$ cat src/rtl/ultrasonic_echo_emulator_if.sv
// Trig/echo link between a ranging controller (master) and the sensor emulator (slave).
// Also carries the programmed target and the emulator status signals.
interface ultrasonic_echo_emulator_if;
    logic       trig;
    logic [9:0] distance_cm;
    logic       no_target;
    logic       echo;
    logic       busy;
    logic [2:0] state_out;
    logic       trig_reject;

    modport master (
        output trig,
        output distance_cm,
        output no_target,
        input  echo,
        input  busy,
        input  state_out,
        input  trig_reject
    );

    modport slave (
        input  trig,
        input  distance_cm,
        input  no_target,
        output echo,
        output busy,
        output state_out,
        output trig_reject
    );
endinterface

$ cat src/rtl/ultrasonic_echo_emulator.sv
// Sensor side of an HC-SR04 style trig/echo link: validates the trig pulse, waits out the
// burst, then answers with an echo whose width encodes the programmed distance.
module ultrasonic_echo_emulator #(
    parameter int unsigned TRIG_MIN_CYCLES = 1000,
    parameter int unsigned BURST_CYCLES    = 20000,
    parameter int unsigned CYCLES_PER_CM   = 5883,
    parameter int unsigned MIN_CM          = 2,
    parameter int unsigned MAX_CM          = 400,
    parameter int unsigned TIMEOUT_CYCLES  = 3800000,
    parameter int unsigned HOLDOFF_CYCLES  = 1000000
) (
    input logic                       clk,
    input logic                       rst,
    ultrasonic_echo_emulator_if.slave bus
);

    localparam int unsigned LenW   = 23;
    localparam int unsigned MaxA   = (TIMEOUT_CYCLES > HOLDOFF_CYCLES) ? TIMEOUT_CYCLES
                                                                       : HOLDOFF_CYCLES;
    localparam int unsigned MaxB   = (BURST_CYCLES > TRIG_MIN_CYCLES) ? BURST_CYCLES
                                                                      : TRIG_MIN_CYCLES;
    localparam int unsigned MaxCnt = (MaxA > MaxB) ? MaxA : MaxB;
    localparam int unsigned CntW   = ($clog2(MaxCnt + 1) > LenW) ? $clog2(MaxCnt + 1) : LenW;

    typedef enum logic [2:0] {
        StIdle     = 3'd0,
        StTrigHigh = 3'd1,
        StBurst    = 3'd2,
        StEchoHigh = 3'd3,
        StHoldoff  = 3'd4
    } state_e;

    state_e            state_q, state_d;
    logic              trig_meta_q, trig_meta_d;
    logic              trig_s_q, trig_s_d;
    logic              trig_dly_q, trig_dly_d;
    logic [1:0]        sync_vld_q, sync_vld_d;
    logic              armed_q, armed_d;
    logic [CntW-1:0]   cnt_q, cnt_d;
    logic [LenW-1:0]   echo_len_q, echo_len_d;
    logic              echo_q, echo_d;
    logic              trig_reject_q, trig_reject_d;
    logic              trig_rise;
    logic [LenW-1:0]   dist_eff;
    logic [LenW-1:0]   echo_len_calc;

    // Edge detection is armed only once the synchroniser has filled and shown trig low, so a
    // level already high at reset release is never taken as a trigger.
    always_comb begin
        trig_meta_d = bus.trig;
        trig_s_d    = trig_meta_q;
        trig_dly_d  = trig_s_q;
        sync_vld_d  = {sync_vld_q[0], 1'b1};
        armed_d     = armed_q | (sync_vld_q[1] & ~trig_s_q);
    end

    assign trig_rise = armed_q & trig_s_q & ~trig_dly_q;

    always_comb begin
        dist_eff = LenW'(bus.distance_cm);
        if (bus.distance_cm < 10'(MIN_CM)) begin
            dist_eff = LenW'(MIN_CM);
        end
        if (bus.no_target || (bus.distance_cm > 10'(MAX_CM))) begin
            echo_len_calc = LenW'(TIMEOUT_CYCLES);
        end else begin
            echo_len_calc = dist_eff * LenW'(CYCLES_PER_CM);
        end
    end

    always_ff @(posedge clk) begin
        if (rst) begin
            state_q <= StIdle;
        end else begin
            state_q <= state_d;
        end
    end

    always_comb begin
        state_d       = state_q;
        cnt_d         = cnt_q;
        echo_len_d    = echo_len_q;
        echo_d        = 1'b0;
        trig_reject_d = 1'b0;
        case (state_q)
            StIdle: begin
                if (trig_rise) begin
                    state_d = StTrigHigh;
                    cnt_d   = CntW'(1);
                end
            end
            StTrigHigh: begin
                if (trig_s_q) begin
                    if (cnt_q < CntW'(TRIG_MIN_CYCLES)) begin
                        cnt_d = cnt_q + CntW'(1);
                    end
                end else if (cnt_q >= CntW'(TRIG_MIN_CYCLES)) begin
                    echo_len_d = echo_len_calc;
                    state_d    = StBurst;
                    cnt_d      = CntW'(1);
                end else begin
                    trig_reject_d = 1'b1;
                    state_d       = StIdle;
                    cnt_d         = '0;
                end
            end
            StBurst: begin
                trig_reject_d = trig_rise;
                if (cnt_q == CntW'(BURST_CYCLES)) begin
                    state_d = StEchoHigh;
                    cnt_d   = CntW'(1);
                    echo_d  = 1'b1;
                end else begin
                    cnt_d = cnt_q + CntW'(1);
                end
            end
            StEchoHigh: begin
                trig_reject_d = trig_rise;
                // cnt_q numbers the echo-high cycle currently on the pin
                if (cnt_q == CntW'(echo_len_q)) begin
                    state_d = StHoldoff;
                    cnt_d   = CntW'(1);
                end else begin
                    cnt_d  = cnt_q + CntW'(1);
                    echo_d = 1'b1;
                end
            end
            StHoldoff: begin
                trig_reject_d = trig_rise;
                if (cnt_q == CntW'(HOLDOFF_CYCLES)) begin
                    state_d = StIdle;
                    cnt_d   = '0;
                end else begin
                    cnt_d = cnt_q + CntW'(1);
                end
            end
            default: begin
                state_d = StIdle;
                cnt_d   = '0;
            end
        endcase
    end

    always_comb begin
        bus.echo        = echo_q;
        bus.busy        = (state_q != StIdle);
        bus.state_out   = state_q;
        bus.trig_reject = trig_reject_q;
    end

    always_ff @(posedge clk) begin
        if (rst) begin
            trig_meta_q   <= 1'b0;
            trig_s_q      <= 1'b0;
            trig_dly_q    <= 1'b0;
            sync_vld_q    <= 2'b00;
            armed_q       <= 1'b0;
            cnt_q         <= '0;
            echo_len_q    <= '0;
            echo_q        <= 1'b0;
            trig_reject_q <= 1'b0;
        end else begin
            trig_meta_q   <= trig_meta_d;
            trig_s_q      <= trig_s_d;
            trig_dly_q    <= trig_dly_d;
            sync_vld_q    <= sync_vld_d;
            armed_q       <= armed_d;
            cnt_q         <= cnt_d;
            echo_len_q    <= echo_len_d;
            echo_q        <= echo_d;
            trig_reject_q <= trig_reject_d;
        end
    end

endmodule
$ cat src/flat_wrapper.sv
// flat-port wrapper written by rule: the top's interface ports become plain ports
module ultrasonic_echo_emulator_flat 
#(
    parameter int unsigned TRIG_MIN_CYCLES = 1000,
    parameter int unsigned BURST_CYCLES    = 20000,
    parameter int unsigned CYCLES_PER_CM   = 5883,
    parameter int unsigned MIN_CM          = 2,
    parameter int unsigned MAX_CM          = 400,
    parameter int unsigned TIMEOUT_CYCLES  = 3800000,
    parameter int unsigned HOLDOFF_CYCLES  = 1000000
)
  (clk, rst, bus_trig, bus_distance_cm, bus_no_target, bus_echo, bus_busy, bus_state_out, bus_trig_reject);
  ultrasonic_echo_emulator_if bus_i ();
  input logic clk;
  input logic rst;
  input wire logic [$bits(bus_i.trig)-1:0] bus_trig;
  input wire logic [$bits(bus_i.distance_cm)-1:0] bus_distance_cm;
  input wire logic [$bits(bus_i.no_target)-1:0] bus_no_target;
  output wire logic [$bits(bus_i.echo)-1:0] bus_echo;
  output wire logic [$bits(bus_i.busy)-1:0] bus_busy;
  output wire logic [$bits(bus_i.state_out)-1:0] bus_state_out;
  output wire logic [$bits(bus_i.trig_reject)-1:0] bus_trig_reject;
  assign bus_i.trig = bus_trig;
  assign bus_i.distance_cm = bus_distance_cm;
  assign bus_i.no_target = bus_no_target;
  assign bus_echo = bus_i.echo;
  assign bus_busy = bus_i.busy;
  assign bus_state_out = bus_i.state_out;
  assign bus_trig_reject = bus_i.trig_reject;
  ultrasonic_echo_emulator #(.TRIG_MIN_CYCLES(TRIG_MIN_CYCLES), .BURST_CYCLES(BURST_CYCLES), .CYCLES_PER_CM(CYCLES_PER_CM), .MIN_CM(MIN_CM), .MAX_CM(MAX_CM), .TIMEOUT_CYCLES(TIMEOUT_CYCLES), .HOLDOFF_CYCLES(HOLDOFF_CYCLES)) u_core (.clk(clk), .rst(rst), .bus(bus_i));
endmodule
$ cat config.mk
export PLATFORM = sky130hd
export DESIGN_NAME = ultrasonic_echo_emulator_flat
export DESIGN_NICKNAME = d
export VERILOG_FILES = /design/src/rtl/ultrasonic_echo_emulator_if.sv /design/src/rtl/ultrasonic_echo_emulator.sv /design/src/flat_wrapper.sv
export SDC_FILE = /design/constraint.sdc
export NUM_CORES = 1
export LEC_CHECK = 0
export ABC_AREA = 0
export CAP_MARGIN = 20
export CORE_MARGIN = 4
export CORE_UTILIZATION = 35
export DETAILED_ROUTE_END_ITERATION = 7
export PLACE_DENSITY_LB_ADDON = 0.3
export SYNTH_ARGS = -nofsm -noshare
export SYNTH_HDL_FRONTEND = slang
export SYNTH_SLANG_ARGS = --single-unit
$ cat constraint.sdc
create_clock -name clk -period 9.6 [get_ports clk]
set_input_delay 2.88 -clock clk [delete_from_list [all_inputs] [get_ports clk]]
set_output_delay 2.88 -clock clk [all_outputs]
set_load 0.01 [all_outputs]
==> results.toml <==
[floorplanning]
start_util_pct = 36.33
fp.dieW_um = 134.5
top_level_ports = 20
fp.dieArea_mm2 = 0.01810
die_y_um = 134.5
rows = 45
core_area_mm2 = 0.01543

[sta]
post-route-period-util_pct = 92.69
rsz0062_at_grt = "no"
fin_ws_ns = 0.7015
worst_pin_slew_ns = 0.6143
final_hold_viol_count = 0
slew_violations = 0
setup_tns_ns = 0
clock_skew_ns = 0.008109
fin_crit_ns = 8.899
holdWs_ns = 0.4401
finalSetupViolCount = 0
relSlewSlack_pct = 58.67
fmax_mhz = 112.4

[clock_network]
cts_tree = "done"
htreeDepth = 3
cts_hold_buf = 0
root_buffer = "clkbuf_16"
cts_sinks = 57
insertion_delay_ns = 0.33
postCtsSetupBuffers = 0
clkTransAtPathRegs_ns = 0.05
cts_resized = 0
cts_buffer_depth = 2
cts_inserted_buffers = 9

[final_layout]
fin_area_mm2 = 0.006264
fin_cells = 862
n_antenna_cell = 0
finalNetCount = 774
final_util_pct = 40.60
area_growth_syn_to_layout_pct = 11.77
final_layout_size_suffix_gt1_share_pct = 4.608

[power_and_ir_drop]
clockPowerShare_pct = 17.5
comb_power_share_pct = 68.4
switching_share_pct = 46.20
power.total_mw = 1.695
peakVddDrop_mv = 0.1690
intPower_uw = 911.8
leakagePower_nw = 2.745
p_per_area_mw_per_mm2 = 270.6
seqPwrFrac_pct = 14.2
p_switching_uw = 783.0

[drt]
dr.first_iter.drc_count = 329
drt-total-wl_mm = 13.37
vias = 4503
via_per_inst = 5.224
drtAntennaViolNets = 0
avgRoutedWirePerCell_um = 15.51
drc = 0
firstDrtPassIters = 5

[global_routing]
grt_pass1_vias = 4688
grt_pass1_wl_mm = 23.36
overflow = 0
antenna_found_initial = 0
track_usage_pct = 15.76
grt_max_degree = 25

[worst_setup_path]
cp_max_fo = 7
rr_worst_depth = 8
timing.rr.end = "u_core.cnt_q[12]$_SDFFE_PP0P_"
r2r_slack_ns = 6.79
crit_required_ns = 9.81
start_kind = "input pin"
critical_path_class = "in2reg"
timing.rr.start = "u_core.cnt_q[12]$_SDFFE_PP0P_"
cp.arrival_ns = 9.11
startpoint = "bus_distance_cm[3]"
cp-endpoint = "u_core.echo_len_q[22]$_SDFFE_PP0P_"
endpoint_kind = "register"

[synth]
netlist_area_mm2 = 0.005604
async_flop_share_pct = 0
syn-num-nets = 768
synth.distinct_cells = 59
synth_flop_cell = "dfxtp_1"
seq_area_frac_synth_pct = 20.36
yosysWarnings = 0
yosys.area.top_type = "dfxtp_1"
yosysMostFrequentCell = "inv_1"
syn_area_per_cell_um2 = 8.756
ys_seq_elements = 57
netlist.area_leader.share_pct = 20.36
synth_top_cells_by_count = "80 x inv_1, 64 x ha_1, 57 x dfxtp_1, 57 x nor2_1, 50 x fa_1"
synth_edf_count = 0
synth_area_leaders = "dfxtp_1 20%, fa_1 18%, ha_1 14%"
syn_inst = 640

[run_status]
status = "finished clean"

[placed_design]
io_buffers = 19
gp_congestion = 0.9156
place_inst = 846
placed_cell_area_mm2 = 0.005982
pre_cts_slack_ns = 0.4014
dp_hpwl_mm = 10.88

[min_path]
hold_depth = 1
hp-class = "reg2reg"

[job]
maxCapViolCount = 0
worst min-delay path by stage:
stage	from	endpoint	slack, ns
floorplan	u_core.sync_vld_q[0]$_DFF_P_	u_core.sync_vld_q[1]$_SDFF_PP0_	0.41
global placement	u_core.trig_meta_q$_SDFF_PP0_	u_core.trig_dly_d$_SDFF_PP0_	0.42
detailed placement	u_core.trig_meta_q$_SDFF_PP0_	u_core.trig_dly_d$_SDFF_PP0_	0.43
CTS	u_core.trig_meta_q$_SDFF_PP0_	u_core.trig_dly_d$_SDFF_PP0_	0.45
global route	u_core.trig_meta_q$_SDFF_PP0_	u_core.trig_dly_d$_SDFF_PP0_	0.46
finish	u_core.sync_vld_q[0]$_DFF_P_	u_core.sync_vld_q[1]$_SDFF_PP0_	0.44
final cells by class:
type | instances | area [um^2]
multi-input combinational | 473 | 4041
sequential | 57 | 1141
timing repair buffer | 25 | 235.2
clock buffer | 10 | 239.0
tap | 211 | 264.0
inverter | 80 | 300.3
clock inverter | 6 | 42.54
fill | 1579 | 9164
power groups by stage:
stage	clock, mW	combinational (mW)	sequential, mW
4_1_cts	0.300	1.16	0.240
3_3_place_gp	0	1.14	0.245
5_1_grt	0.309	1.35	0.240
6_report	0.296	1.16	0.240
3_5_place_dp	0	1.15	0.245
2_1_floorplan	0	0.911	0.244
flip-flops by register name, indices dropped and copies added (netlist names):
register                flops
u_core.trig_meta_q          1
u_core.bus.state_out        3
u_core.trig_dly_d           1
u_core.sync_vld_q           2
u_core.echo_len_q          23
u_core.bus.trig_reject      1
u_core.cnt_q               23
u_core.trig_dly_q           1
u_core.armed_q              1
u_core.bus.echo             1
per-layer routing:
metal  vias to the layer above  part of all wire [%]  global-route usage, %
met5                         -                     0                      0
li1                       2223                     -                      -
met2                        92                    48                  26.31
met3                        12                   4.1                  2.534
met1                      2176                    47                  21.37
met4                         0                   1.1                  4.129
cell families after synthesis:
group,after synthesis,share of synthesized area (%)
compound gates,116,13.28
xor+xnor,58,9.065
fa+ha+maj,114,32.15
buf+inv,110,7.613
flops,57,20.36
mux,1,0.2009
simple gates,184,17.33
worst max-delay path: stages:
cell and delay [ns]:
clkdlybuf4s50_1 0.53, nor2_1 0.18, nor4b_1 0.51, nand2_1 0.16, nand2_1 0.13, inv_1 0.05
ha_1 0.35, fa_1 0.54, fa_1 0.53, fa_1 0.54, inv_1 0.05, fa_1 0.49
inv_1 0.04, ha_1 0.37, a211oi_1 0.27, nor2_1 0.11, a211oi_1 0.37, o31ai_1 0.22
a221oi_1 0.37, nor4_1 0.09, a311o_1 0.32
cell usage in the layout (no fill, tap or decap), drive strengths merged, types with 5 or more instances in the layout:
| master | Yosys | final |
|---|---|---|
| or3 | 6 | 6 |
| nor2 | 57 | 57 |
| dfxtp | 57 | 57 |
| o31ai | 8 | 8 |
| ha | 64 | 64 |
| o21ai | 25 | 25 |
| nand3 | 15 | 15 |
| clkdlybuf4s50 | 0 | 19 |
| a21o | 11 | 11 |
| inv | 80 | 81 |
| xor2 | 28 | 28 |
| or2 | 5 | 5 |
| nor3 | 15 | 15 |
| fa | 50 | 50 |
| nor4 | 11 | 11 |
| a21oi | 33 | 33 |
| nand4 | 18 | 18 |
| a22oi | 8 | 8 |
| and3 | 9 | 9 |
| xnor2 | 30 | 30 |
| nand2 | 20 | 20 |
| clkbuf | 23 | 10 |
| buf | 7 | 6 |
Note: power is estimated with default switching activity, not from simulation.
